## config.mk

```make
export PLATFORM = sky130hd
export DESIGN_NAME = contador_lectura
export DESIGN_NICKNAME = d
export VERILOG_FILES = /design/src/rtl/contador_lectura.sv
export SDC_FILE = /design/constraint.sdc
export NUM_CORES = 1
export LEC_CHECK = 0
export ABC_AREA = 1
export BUFFER_PORTS_ARGS = -buffer_cell sky130_fd_sc_hd__buf_2
export CORE_UTILIZATION = 25
export CTS_CLUSTER_SIZE = 25
export DETAILED_ROUTE_END_ITERATION = 10
export SLEW_MARGIN = 10
export SYNTH_ARGS = -nofsm -noshare
export SYNTH_HDL_FRONTEND = slang
export SYNTH_SLANG_ARGS = --single-unit
```

## constraint.sdc

```tcl
create_clock -name clkRD -period 1.5 [get_ports clkRD]
set_input_delay 0.45 -clock clkRD [delete_from_list [all_inputs] [get_ports clkRD]]
set_output_delay 0.45 -clock clkRD [all_outputs]
set_load 0.01 [all_outputs]
```

## src/rtl/contador_lectura.sv

```systemverilog
`default_nettype none
// ============================================================================
// Module   : contador_lectura
// Brief    : Read-cycle timing generator for the multiplexed address/data RTC
//            bus (address phase, turnaround, RD strobe, byte capture).
//            Optional macro READ_DOUBLE_SAMPLE_EN adds double sampling with a
//            single retry and the error_lectura flag.
// Revision : 1.0 - initial release
// ============================================================================
module contador_lectura #(
    parameter int unsigned T_AS = 2,
    parameter int unsigned T_WR = 6,
    parameter int unsigned T_AH = 2,
    parameter int unsigned T_TA = 2,
    parameter int unsigned T_RD = 6,
    parameter int unsigned T_RC = 2
) (
    input  logic       clkRD,
    input  logic       resetRD,
    input  logic       inicio,
    input  logic [7:0] direccion,
    input  logic [7:0] bus_in,
    output logic [7:0] bus_out,
    output logic       DIR,
    output logic       CS,
    output logic       RD,
    output logic       WR,
    output logic       AD,
    output logic [7:0] dato,
    output logic       dato_valido,
    output logic       ocupado
`ifdef READ_DOUBLE_SAMPLE_EN
    ,
    output logic       error_lectura
`endif
);

    localparam logic [2:0] S_IDLE       = 3'd0;
    localparam logic [2:0] S_ADDR_SETUP = 3'd1;
    localparam logic [2:0] S_ADDR_WR    = 3'd2;
    localparam logic [2:0] S_ADDR_HOLD  = 3'd3;
    localparam logic [2:0] S_TURN       = 3'd4;
    localparam logic [2:0] S_READ       = 3'd5;
    localparam logic [2:0] S_RECOVER    = 3'd6;
`ifdef READ_DOUBLE_SAMPLE_EN
    localparam logic [2:0] S_GAP        = 3'd7;
`endif

    localparam logic [3:0] c_as_last = 4'(T_AS - 1);
    localparam logic [3:0] c_wr_last = 4'(T_WR - 1);
    localparam logic [3:0] c_ah_last = 4'(T_AH - 1);
    localparam logic [3:0] c_ta_last = 4'(T_TA - 1);
    localparam logic [3:0] c_rd_last = 4'(T_RD - 1);
    localparam logic [3:0] c_rc_last = 4'(T_RC - 1);

    logic [2:0] r_state;
    logic [2:0] w_state_nxt;
    logic [3:0] r_cnt;
    logic [7:0] r_addr;
    logic [7:0] w_addr_nxt;
    logic       w_accept;
    logic       w_capture;

    logic       w_cs;
    logic       w_rd;
    logic       w_wr;
    logic       w_ad;
    logic       w_dir;
    logic       w_ocup;
    logic [7:0] w_bus;

`ifdef READ_DOUBLE_SAMPLE_EN
    localparam logic [3:0] c_rd_prev = 4'(T_RD - 2);
    logic [7:0] r_samp;
    logic       r_retry;
    logic       w_mismatch;
    assign w_mismatch = (bus_in != r_samp);
`endif

    assign w_accept   = (r_state == S_IDLE) && inicio;
    assign w_addr_nxt = w_accept ? direccion : r_addr;
    assign w_capture  = (r_state == S_READ) && (r_cnt == c_rd_last) &&
                        (w_state_nxt == S_RECOVER);

    // State register and phase counter
    always_ff @(posedge clkRD or negedge resetRD) begin
        if (!resetRD) begin
            r_state <= S_IDLE;
            r_cnt   <= 4'd0;
            r_addr  <= 8'd0;
        end else begin
            r_state <= w_state_nxt;
            r_addr  <= w_addr_nxt;
            if ((w_state_nxt != r_state) || (r_state == S_IDLE)) begin
                r_cnt <= 4'd0;
            end else begin
                r_cnt <= r_cnt + 4'd1;
            end
        end
    end

    // Next-state logic
    always_comb begin
        w_state_nxt = r_state;
        case (r_state)
            S_IDLE:       if (inicio)               w_state_nxt = S_ADDR_SETUP;
            S_ADDR_SETUP: if (r_cnt == c_as_last)   w_state_nxt = S_ADDR_WR;
            S_ADDR_WR:    if (r_cnt == c_wr_last)   w_state_nxt = S_ADDR_HOLD;
            S_ADDR_HOLD:  if (r_cnt == c_ah_last)   w_state_nxt = S_TURN;
            S_TURN:       if (r_cnt == c_ta_last)   w_state_nxt = S_READ;
            S_READ: begin
                if (r_cnt == c_rd_last) begin
                    w_state_nxt = S_RECOVER;
`ifdef READ_DOUBLE_SAMPLE_EN
                    if (!r_retry && w_mismatch) w_state_nxt = S_GAP;
`endif
                end
            end
`ifdef READ_DOUBLE_SAMPLE_EN
            S_GAP:                                  w_state_nxt = S_READ;
`endif
            S_RECOVER:    if (r_cnt == c_rc_last)   w_state_nxt = S_IDLE;
            default:                                w_state_nxt = S_IDLE;
        endcase
    end

    // Output decode on the next state so every bus line leaves a flop
    always_comb begin
        w_cs   = 1'b1;
        w_rd   = 1'b1;
        w_wr   = 1'b1;
        w_ad   = 1'b1;
        w_dir  = 1'b0;
        w_bus  = 8'd0;
        w_ocup = 1'b1;
        case (w_state_nxt)
            S_IDLE: w_ocup = 1'b0;
            S_ADDR_SETUP, S_ADDR_HOLD: begin
                w_cs  = 1'b0;
                w_ad  = 1'b0;
                w_dir = 1'b1;
                w_bus = w_addr_nxt;
            end
            S_ADDR_WR: begin
                w_cs  = 1'b0;
                w_ad  = 1'b0;
                w_dir = 1'b1;
                w_wr  = 1'b0;
                w_bus = w_addr_nxt;
            end
            S_TURN: w_cs = 1'b0;
            S_READ: begin
                w_cs = 1'b0;
                w_rd = 1'b0;
            end
`ifdef READ_DOUBLE_SAMPLE_EN
            S_GAP: w_cs = 1'b0;
`endif
            S_RECOVER: w_cs = 1'b1;
            default: w_ocup = 1'b0;
        endcase
    end

    always_ff @(posedge clkRD or negedge resetRD) begin
        if (!resetRD) begin
            CS          <= 1'b1;
            RD          <= 1'b1;
            WR          <= 1'b1;
            AD          <= 1'b1;
            DIR         <= 1'b0;
            bus_out     <= 8'd0;
            ocupado     <= 1'b0;
            dato        <= 8'd0;
            dato_valido <= 1'b0;
        end else begin
            CS          <= w_cs;
            RD          <= w_rd;
            WR          <= w_wr;
            AD          <= w_ad;
            DIR         <= w_dir;
            bus_out     <= w_bus;
            ocupado     <= w_ocup;
            dato_valido <= w_capture;
            if (w_capture) begin
                dato <= bus_in;
            end
        end
    end

`ifdef READ_DOUBLE_SAMPLE_EN
    // Early sample, retry flag and error flag for the double-sample read
    always_ff @(posedge clkRD or negedge resetRD) begin
        if (!resetRD) begin
            r_samp        <= 8'd0;
            r_retry       <= 1'b0;
            error_lectura <= 1'b0;
        end else begin
            if ((r_state == S_READ) && (r_cnt == c_rd_prev)) begin
                r_samp <= bus_in;
            end
            if (w_accept) begin
                r_retry       <= 1'b0;
                error_lectura <= 1'b0;
            end else begin
                if (w_state_nxt == S_GAP) begin
                    r_retry <= 1'b1;
                end
                if (w_capture && r_retry && w_mismatch) begin
                    error_lectura <= 1'b1;
                end
            end
        end
    end
`endif

endmodule
`default_nettype wire

```

After elaboration in Yosys (flattened, before gate mapping)
Index checks and enable logic that the tools add are counted.
{"block": "totals", "input_bits": 19, "regBits": 38}
{"block": "op_classes", "n_mux": 17, "n_reduce_logical": 8, "addsub": 1, "eq_ne": 15}
{"operator": "$mux 3", "n": 7}
{"operator": "$pmux 3 s7", "n": 1}
{"operator": "$eq 3x3->1 const B", "n": 6}
{"operator": "$mux 8", "n": 2}
{"operator": "$eq 3x2->1 const B", "n": 4}
{"operator": "$eq 3x1->1 const B", "n": 2}
{"operator": "$mux 1", "n": 6}
{"operator": "$reduce_or 6->1", "n": 1}
{"operator": "$reduce_or 5->1", "n": 1}
{"operator": "$add 4x1->4 const B", "n": 1}
{"operator": "$eq 4x1->1 const B", "n": 1}
{"operator": "$eq 4x3->1 const B", "n": 1}
{"operator": "$mux 4", "n": 1}
{"operator": "$logic_and 1x1->1", "n": 3}
{"operator": "$logic_not 3->1", "n": 1}
{"operator": "$ne 3x3->1", "n": 1}
{"operator": "$reduce_or 3->1", "n": 1}
{"operator": "$logic_or 1x1->1", "n": 1}

Longest topological paths before layout
Gate-level depths: netlist of run 1.
{"block": "depth", "ltp_word": 6, "depth_mapped": 11, "ltp_nobuf": 10}

Worst setup path after synthesis of run 1
Ideal clock, no wire load.
{"block": "synth_timing", "path_kind": "register -> register", "start": "register r_cnt[0]", "end": "register ocupado", "stages_incl_launch_ff": 11, "t_arrival_ns": 1.448, "synth_period_minus_slack_ns": 1.571, "slack_ns": -0.071, "n_path_buf": 1, "path_cell_list": "dfrtp_1 -> ha_1 -> nand3_2 -> nor2_1 -> nor2_4 -> nand2_2 -> nor2_4 -> nand2_2 -> nand2_2 -> buf_6 -> nand2_1"}
{"block": "synth_via", "elab_chain_len": 6}
{"element": "from (decl)", "line": "58", "source": "logic [3:0] r_cnt;"}
{"element": "from (signal assigned)", "line": "97", "source": "r_cnt <= r_cnt + 4'd1;"}
{"element": "$eq 4x1->1 or $eq 4x3->1 (tied branches)"}
{"element": "$mux 3, or another cell as far along", "line": "122", "source": "S_RECOVER: if (r_cnt == c_rc_last) w_state_nxt = S_IDLE;"}
{"element": "$pmux 3 s7 (*)", "line": "105", "source": "case (r_state)"}
{"element": "$eq 3x3->1, or another cell as far along", "line": "136", "source": "case (w_state_nxt)"}
{"element": "$reduce_or 6->1 (no line) (*)"}
{"element": "$mux 1 (*)", "line": "136"}
{"element": "net w_ocup", "line": "69", "source": "logic w_ocup;"}
{"element": "to (signal assigned)", "line": "182", "source": "ocupado <= w_ocup;"}
{"element": "to (decl)", "line": "31", "source": "output logic ocupado"}
Mark *: on every way through the listed nets, which the timed path passes. The rest lies on a longest branch.
A chain may end at the register's enable or synchronous reset.

Worst setup path after layout of run 1
{"block": "layout_timing", "start": "register r_cnt[1]", "end": "register dato[6]"}
{"block": "layout_via", "elab_chain_len": 5}
{"element": "$eq 4x1->1 or $eq 4x3->1 (tied branches)"}
{"element": "$mux 3, or another cell as far along", "line": "122"}
{"element": "$pmux 3 s7", "line": "105"}
{"element": "$eq 3x3->1", "line": "83", "source": "(w_state_nxt == S_RECOVER);"}
{"element": "$logic_and 1x1->1 (*)", "line": "82", "source": "assign w_capture = (r_state == S_READ) && (r_cnt == c_rd_last) &&"}
{"element": "net w_capture", "line": "62", "source": "logic w_capture;"}
{"element": "to (signal assigned)", "line": "185", "source": "dato <= bus_in;"}
{"element": "to (decl)", "line": "29", "source": "output logic [7:0] dato,"}
Marked as above.

==> results of run 1 <==
-- critical path, delay by kind of cell, from the launching register on --
family        cells  cell delay (ps)
buf+inv           2              230
simple gates      2              290
mux               1              320
flops             1              390
fa+ha+maj         1              170
-- repair_timing --
action                     4_1_cts  5_1_grt
hold buffers                     0        0
pin swaps                        0       17
cloned                           0        2
setup buffers                    0       15
setup endpoints to repair       28       32
resized for setup                2       55
-- path summary, 6_finish.rpt --
path / startpoint / end / slack [ps] / cells past startpoint
max: r_cnt[1] / dato[6] / -10 / 6
min: resetRD / r_addr[5] / 110 / 2
max in group asynchronous: resetRD / RD / 1120 / 2
min in group clkRD: direccion[7] / r_addr[7] / 380 / 3
max reg2reg: r_cnt[1] / dato[6] / -10 / 6
min reg2reg: dato[5] / dato[5] / 510 / 1
-- cell type report --
class	instances	area [um2]
well taps	77	96.3
fillers	613	3830
multi-input cells	85	813
inverters	22	93.8
clock inverters	2	10.0
flip-flops and latches	38	958
clock buffers	6	72.6
repair buffers	74	507
-- flip-flops by register name, summed over array words and instances, names as in the netlist --
signal,count
WR,1
AD,1
r_addr,8
dato,8
DIR,1
RD,1
r_state,3
r_cnt,4
dato_valido,1
bus_out,8
CS,1
ocupado,1
-- routing by layer --
metal,vias up,track usage [%],wire length [um]
met4,0,2.93,21
met5,-,0,0
met3,4,3.17,189
li1,623,-,-
met1,627,11.0,1640
met2,40,16.5,1980
-- placed cells by master, fill, tap and decap left out, types with 2 or more instances in the layout --
cell,n
or2_2,8
mux2_4,5
mux2_2,3
clkinv_2,2
nand3_1,5
nor2_1,2
buf_6,3
nand3_2,4
nand3_4,5
nand2_1,7
nand2_8,2
dfrtp_2,2
dfstp_2,4
o21ai_0,2
o21ai_4,6
a21oi_1,2
inv_4,3
nor2_2,10
dfrtp_1,32
buf_4,27
nor2_4,8
o21ai_2,3
inv_2,5
inv_1,13
buf_2,41
clkbuf_8,5
nand2_2,5
buf_12,2
-- cell families (layout without fill, tap and decap cells) --
logic type,after synthesis,after routing,share of synthesized area [%]
AND/OR/NAND/NOR,58,59,23.1
flip-flops,38,38,57.4
buffers and inverters,24,104,6.47
AO/OA/AOI/OAI,14,14,5.04
multiplexers,8,8,5.41
adder cells (fa/ha/maj),2,2,1.50
XOR/XNOR,2,2,1.05
-- metrics by stage --
stage          utilization [%]  power [mW]  hold slack, ps  setup TNS [ps]
2_1_floorplan                -        3.37             154               0
3_3_place_gp              33.1        4.14             430            -815
3_5_place_dp              33.1        4.18             431           -1250
4_1_cts                   34.7        4.93             111            -175
5_1_grt                   39.9        6.40             121           -1820
6_report                  39.9        5.98             110           -39.0
-- power by group through the flow --
stage	Combinational (mW)	Clock [mW]	Sequential [mW]
2_1_floorplan	1.53	0	1.84
3_3_place_gp	2.44	0	1.71
3_5_place_dp	2.47	0	1.71
4_1_cts	2.53	0.707	1.70
5_1_grt	3.90	0.742	1.75
6_report	3.60	0.675	1.71
==> results.py, run 1 <==
metrics = {
    "die": {
        "fp.dieW_um": 83.6,
        "die-area_um2": 6990,
        "fp.dieH_um": 83.6,
        "core.rowCount": 29,
        "num_io_pins": 42,
        "core_um2": 6390,
        "start_util_pct": 26.1,
    },
    "timing": {
        "finalMaxSlewViolations": 0,
        "period_share_pct": 101,
        "hold_viol_final": 0,
        "fin_ws_ps": -11.9,
        "rsz0062_at_grt": "yes",
        "max_freq_mhz": 661,
        "fin_worst_skew_ps": 7.47,
        "maxSlewHeadroom_pct": 84.3,
        "setup_violations": 5,
        "worst_slew_pin_slew_ps": 233,
        "finalCriticalPeriod_ps": 1510,
    },
    "place": {
        "gp_congestion": 0.882,
        "placed_area_um2": 2120,
        "place_hpwl_um": 2310,
        "dp.cells": 280,
        "io_buffers": 41,
        "dp_slack_ps": -121,
    },
    "global_routing": {
        "globalRouteTotalUtil_pct": 9.47,
        "grt_remaining_overflow": 0,
        "grt_max_degree": 39,
        "grt_pass1_wl_um": 5290,
        "antenna_found_initial": 0,
        "grt_pass1_vias": 1240,
    },
    "final_layout": {
        "n_antenna_cell": 0,
        "final_cell_count_no_fill": 304,
        "final_nets": 247,
        "drive_above_1_share_pct": 69.6,
        "fin_area_um2": 2550,
        "syn_to_final_growth_pct": 53.3,
    },
    "worst_setup_path": {
        "crit_path_start_kind": "flip-flop",
        "crit_fanout": 4,
        "endpoint_kind": "flip-flop",
        "worstPathRequired_ps": 1670,
        "crit_slowest_cell": "dfrtp_1",
        "crit_type": "flip-flop to flip-flop",
        "cp.arrival_ps": 1680,
        "max_stage_delay_ps": 390,
        "path_cells": "inv_2 > ha_4 > nand3_4 > nor2_8 > clkbuf_16 > mux2_2",
    },
    "clock_network": {
        "cts_tree": "built",
        "clockBufferDepth": 2,
        "cts-buffers-inserted": 5,
        "cts-htree-levels": 2,
        "clock_sinks": 38,
        "worst_skew_pair.late_latency_ps": 290,
        "cts.clk_slew.worst_paths_ps": 80,
        "clock-root-buffer": "clkbuf_8",
    },
    "yosys": {
        "synth_top_cell_area_share_pct": 51.1,
        "ys_ff_latch": 38,
        "synthArstFlopShare_pct": 100,
        "ys.flop_type": "dfrtp_1",
        "synth_warnings": 0,
        "synthMostInstantiatedCell": "dfrtp_1",
        "synth_commonest_cells": "dfrtp_1 (34), inv_1 (17), nand2_1 (10)",
        "synth_cell_types": 26,
        "yosys.area.top_type": "dfrtp_1",
        "synth_edf_count": 0,
        "syn-num-nets": 167,
        "yosysSeqAreaShare_pct": 57.4,
        "synthTopCellsByArea": "dfrtp_1 (51%), dfstp_2 (6.3%), mux2_2 (5.4%), inv_1 (3.8%), nor2_4 (3.4%)",
        "syn_area_per_cell_um2": 11.4,
        "synth_cells": 146,
        "synth.cell_area_um2": 1660,
    },
    "power_and_ir_drop": {
        "clkPwrFrac_pct": 11.3,
        "p_int_mw": 3.49,
        "seq_power_share_pct": 28.6,
        "peakVddDrop_mv": 0.992,
        "p_sw_share_pct": 41.7,
        "p_sw_mw": 2.49,
        "pwr-share-comb_pct": 60.1,
        "power_density_nw_per_um2": 2340,
        "leakage_nw": 1.23,
    },
    "detailed_routing": {
        "vias_per_cell": 4.26,
        "drc": 0,
        "wirelength_um": 3830,
        "drt_iter0_drc": 43,
        "ant_nets": 0,
        "wire_per_inst_um": 12.6,
        "first_pass_iters": 4,
        "via_count": 1294,
    },
    "hold_path": {
        "hp-class": "input port to asynchronous set/reset pin",
    },
    "run_status": {
        "violations": "setup timing",
        "status": "complete, but fails checks",
    },
    "job": {
        "maxCapViolCount": 0,
    },
}
(Power assumes the default switching activity.)
==> run 2, diff against run 1 <==
--- a/config.mk
+++ b/config.mk
@@ -14,3 +14,4 @@
 export SYNTH_ARGS = -nofsm -noshare
 export SYNTH_HDL_FRONTEND = slang
 export SYNTH_SLANG_ARGS = --single-unit
+export TNS_END_PERCENT = 30
==> run 2 against run 1 <==
  * The flow still finishes with violations (setup timing)
  * Design area hardly changed
  * Largest cell class unchanged
  * Sequential share of layout area hardly changed
  * Fmax hardly changed
  * Via count stayed put
  * Sequential power hardly changed
  * Combinational power hardly changed
  * Critical endpoint unchanged
  * Power is 0.16% lower
  * Clock skew is 1.6 ps lower
  * Global-route usage stayed put
  * Register-to-register slack hardly changed
==> results.py, run 2 (synthesized netlist as in run 1, its figures left out) <==
metrics = {
    "die": {
        "core.rowCount": 29,
        "core_um2": 6390,
        "num_io_pins": 42,
        "fp.dieH_um": 83.6,
        "fp.dieW_um": 83.6,
        "die-area_um2": 6990,
        "start_util_pct": 26.1,
    },
    "detailed_routing": {
        "drc": 0,
        "vias_per_cell": 4.26,
        "drt_iter0_drc": 32,
        "wire_per_inst_um": 12.7,
        "wirelength_um": 3850,
        "ant_nets": 0,
        "via_count": 1294,
        "first_pass_iters": 4,
    },
    "clock_network": {
        "cts.clk_slew.worst_paths_ps": 80,
        "clock-root-buffer": "clkbuf_8",
        "worst_skew_pair.late_latency_ps": 290,
        "clockBufferDepth": 2,
        "cts-htree-levels": 2,
        "cts-buffers-inserted": 5,
        "holdBufCountCts": 0,
        "cts_tree": "built",
        "clock_sinks": 38,
    },
    "global_routing": {
        "grt_pass1_vias": 1240,
        "antenna_found_initial": 0,
        "globalRouteTotalUtil_pct": 9.47,
        "grt_remaining_overflow": 0,
        "grt_max_degree": 39,
        "grt_pass1_wl_um": 5290,
    },
    "worst_setup_path": {
        "path_cells": "inv_2 > ha_4 > nand3_4 > nor2_8 > clkbuf_16 > mux2_2",
        "cp.arrival_ps": 1680,
        "worstPathRequired_ps": 1670,
        "crit_fanout": 4,
        "endpoint_kind": "flip-flop",
        "crit_type": "flip-flop to flip-flop",
        "crit_slowest_cell": "dfrtp_1",
        "max_stage_delay_ps": 390,
        "crit_path_start_kind": "flip-flop",
    },
    "final_layout": {
        "drive_above_1_share_pct": 69.2,
        "syn_to_final_growth_pct": 53.2,
        "final_cell_count_no_fill": 304,
        "final_common_cell": "buf_2",
        "layout.cells.most_common_list": "buf_2 (41), dfrtp_1 (32), buf_4 (27)",
        "num-fill-cells": 614,
        "reg_top3": "bus_out x8, dato x8, r_addr x8",
        "n_antenna_cell": 0,
        "final_nets": 247,
    },
    "power_and_ir_drop": {
        "pwr-share-comb_pct": 60.0,
        "seq_power_share_pct": 28.6,
        "p_sw_share_pct": 41.6,
        "p_sw_mw": 2.49,
        "power_density_nw_per_um2": 2340,
        "power_mw": 5.97,
        "p_int_mw": 3.48,
        "peakVddDrop_mv": 0.992,
        "clkPwrFrac_pct": 11.3,
        "leakage_nw": 1.23,
    },
    "timing": {
        "finalCriticalPeriod_ps": 1510,
        "max_freq_mhz": 662,
        "fin_worst_skew_ps": 5.92,
        "maxSlewHeadroom_pct": 84.3,
        "setup_violations": 4,
        "finalMaxSlewViolations": 0,
        "rsz0062_at_grt": "yes",
        "worst_slew_pin_slew_ps": 233,
        "hold_viol_final": 0,
        "fin_tns_setup_ps": -37.4,
        "fin_ws_ps": -11.6,
        "period_share_pct": 101,
    },
    "place": {
        "gp_congestion": 0.882,
        "dp.cells": 280,
        "io_buffers": 41,
        "place_hpwl_um": 2310,
        "dp_slack_ps": -121,
    },
    "run_status": {
        "violations": "setup timing",
        "status": "complete, but fails checks",
    },
    "job": {
        "maxCapViolCount": 0,
    },
    "hold_path": {
        "hp-class": "input port to asynchronous set/reset pin",
    },
}
## run 2: cell types whose count changed in the layout (fill, tap and decap cells not counted)
cell	change
nor2_2	-1
nor2_1	+1
## run 2: metrics by stage
stage	cell area (um2)	hold slack, ps	utilization [%]
detailed placement	2120	431	33.1
CTS	2210	111	34.7
global route	2550	121	39.9
floorplan	1680	154	-
global placement	2120	430	33.1
finish	2550	110	39.9
## run 2: what timing repair did
item | in CTS | in global routing
pin swaps | 0 | 17
resized for setup | 2 | 54
buffers inserted | 0 | 15
setup endpoints to repair | 28 | 32
gates cloned | 0 | 2
## run 2: routing by layer
layer	global-route usage (%)	wire length, um	vias up
met5	0	0	-
met4	2.93	16	0
met3	3.17	209	4
met2	16.5	1970	44
met1	11.0	1660	622
li1	-	-	624
## run 2: critical path: cells and delay by family, from the launching register on
kind / cells / cell delay, ps
flops: 1 / 390
buf+inv: 2 / 230
mux: 1 / 320
fa+ha+maj: 1 / 170
simple gates: 2 / 300
## run 2: layout make-up
cell class,count,area (um2),share of cell area (%)
clock buffer,6,72.6,2.85
multi-input combinational,85,811,31.8
clock inverter,2,10.0,0.393
sequential,38,958,37.6
inverter,22,93.8,3.68
timing repair buffer,74,507,19.9
tap,77,96.3,3.78
## run 2: worst paths after layout
| path | slack, ps | cells past startpoint | to | from |
|---|---|---|---|---|
| max reg2reg | -10 | 6 | dato[6] | r_cnt[1] |
| min reg2reg | 510 | 1 | dato[5] | dato[5] |
| min | 110 | 2 | r_addr[5] | resetRD |
| min in group clkRD | 380 | 3 | r_addr[7] | direccion[7] |
| max | -10 | 6 | dato[6] | r_cnt[1] |
| max in group asynchronous | 1120 | 2 | RD | resetRD |
## run 2: power groups by stage
| stage | clock network [mW] | logic, mW | registers [mW] |
|---|---|---|---|
| final | 0.676 | 3.58 | 1.71 |
| after global routing | 0.742 | 3.89 | 1.75 |
| after CTS | 0.707 | 2.53 | 1.70 |
| after detailed placement | 0 | 2.47 | 1.71 |
| after global placement | 0 | 2.44 | 1.71 |
| after floorplan | 0 | 1.53 | 1.84 |
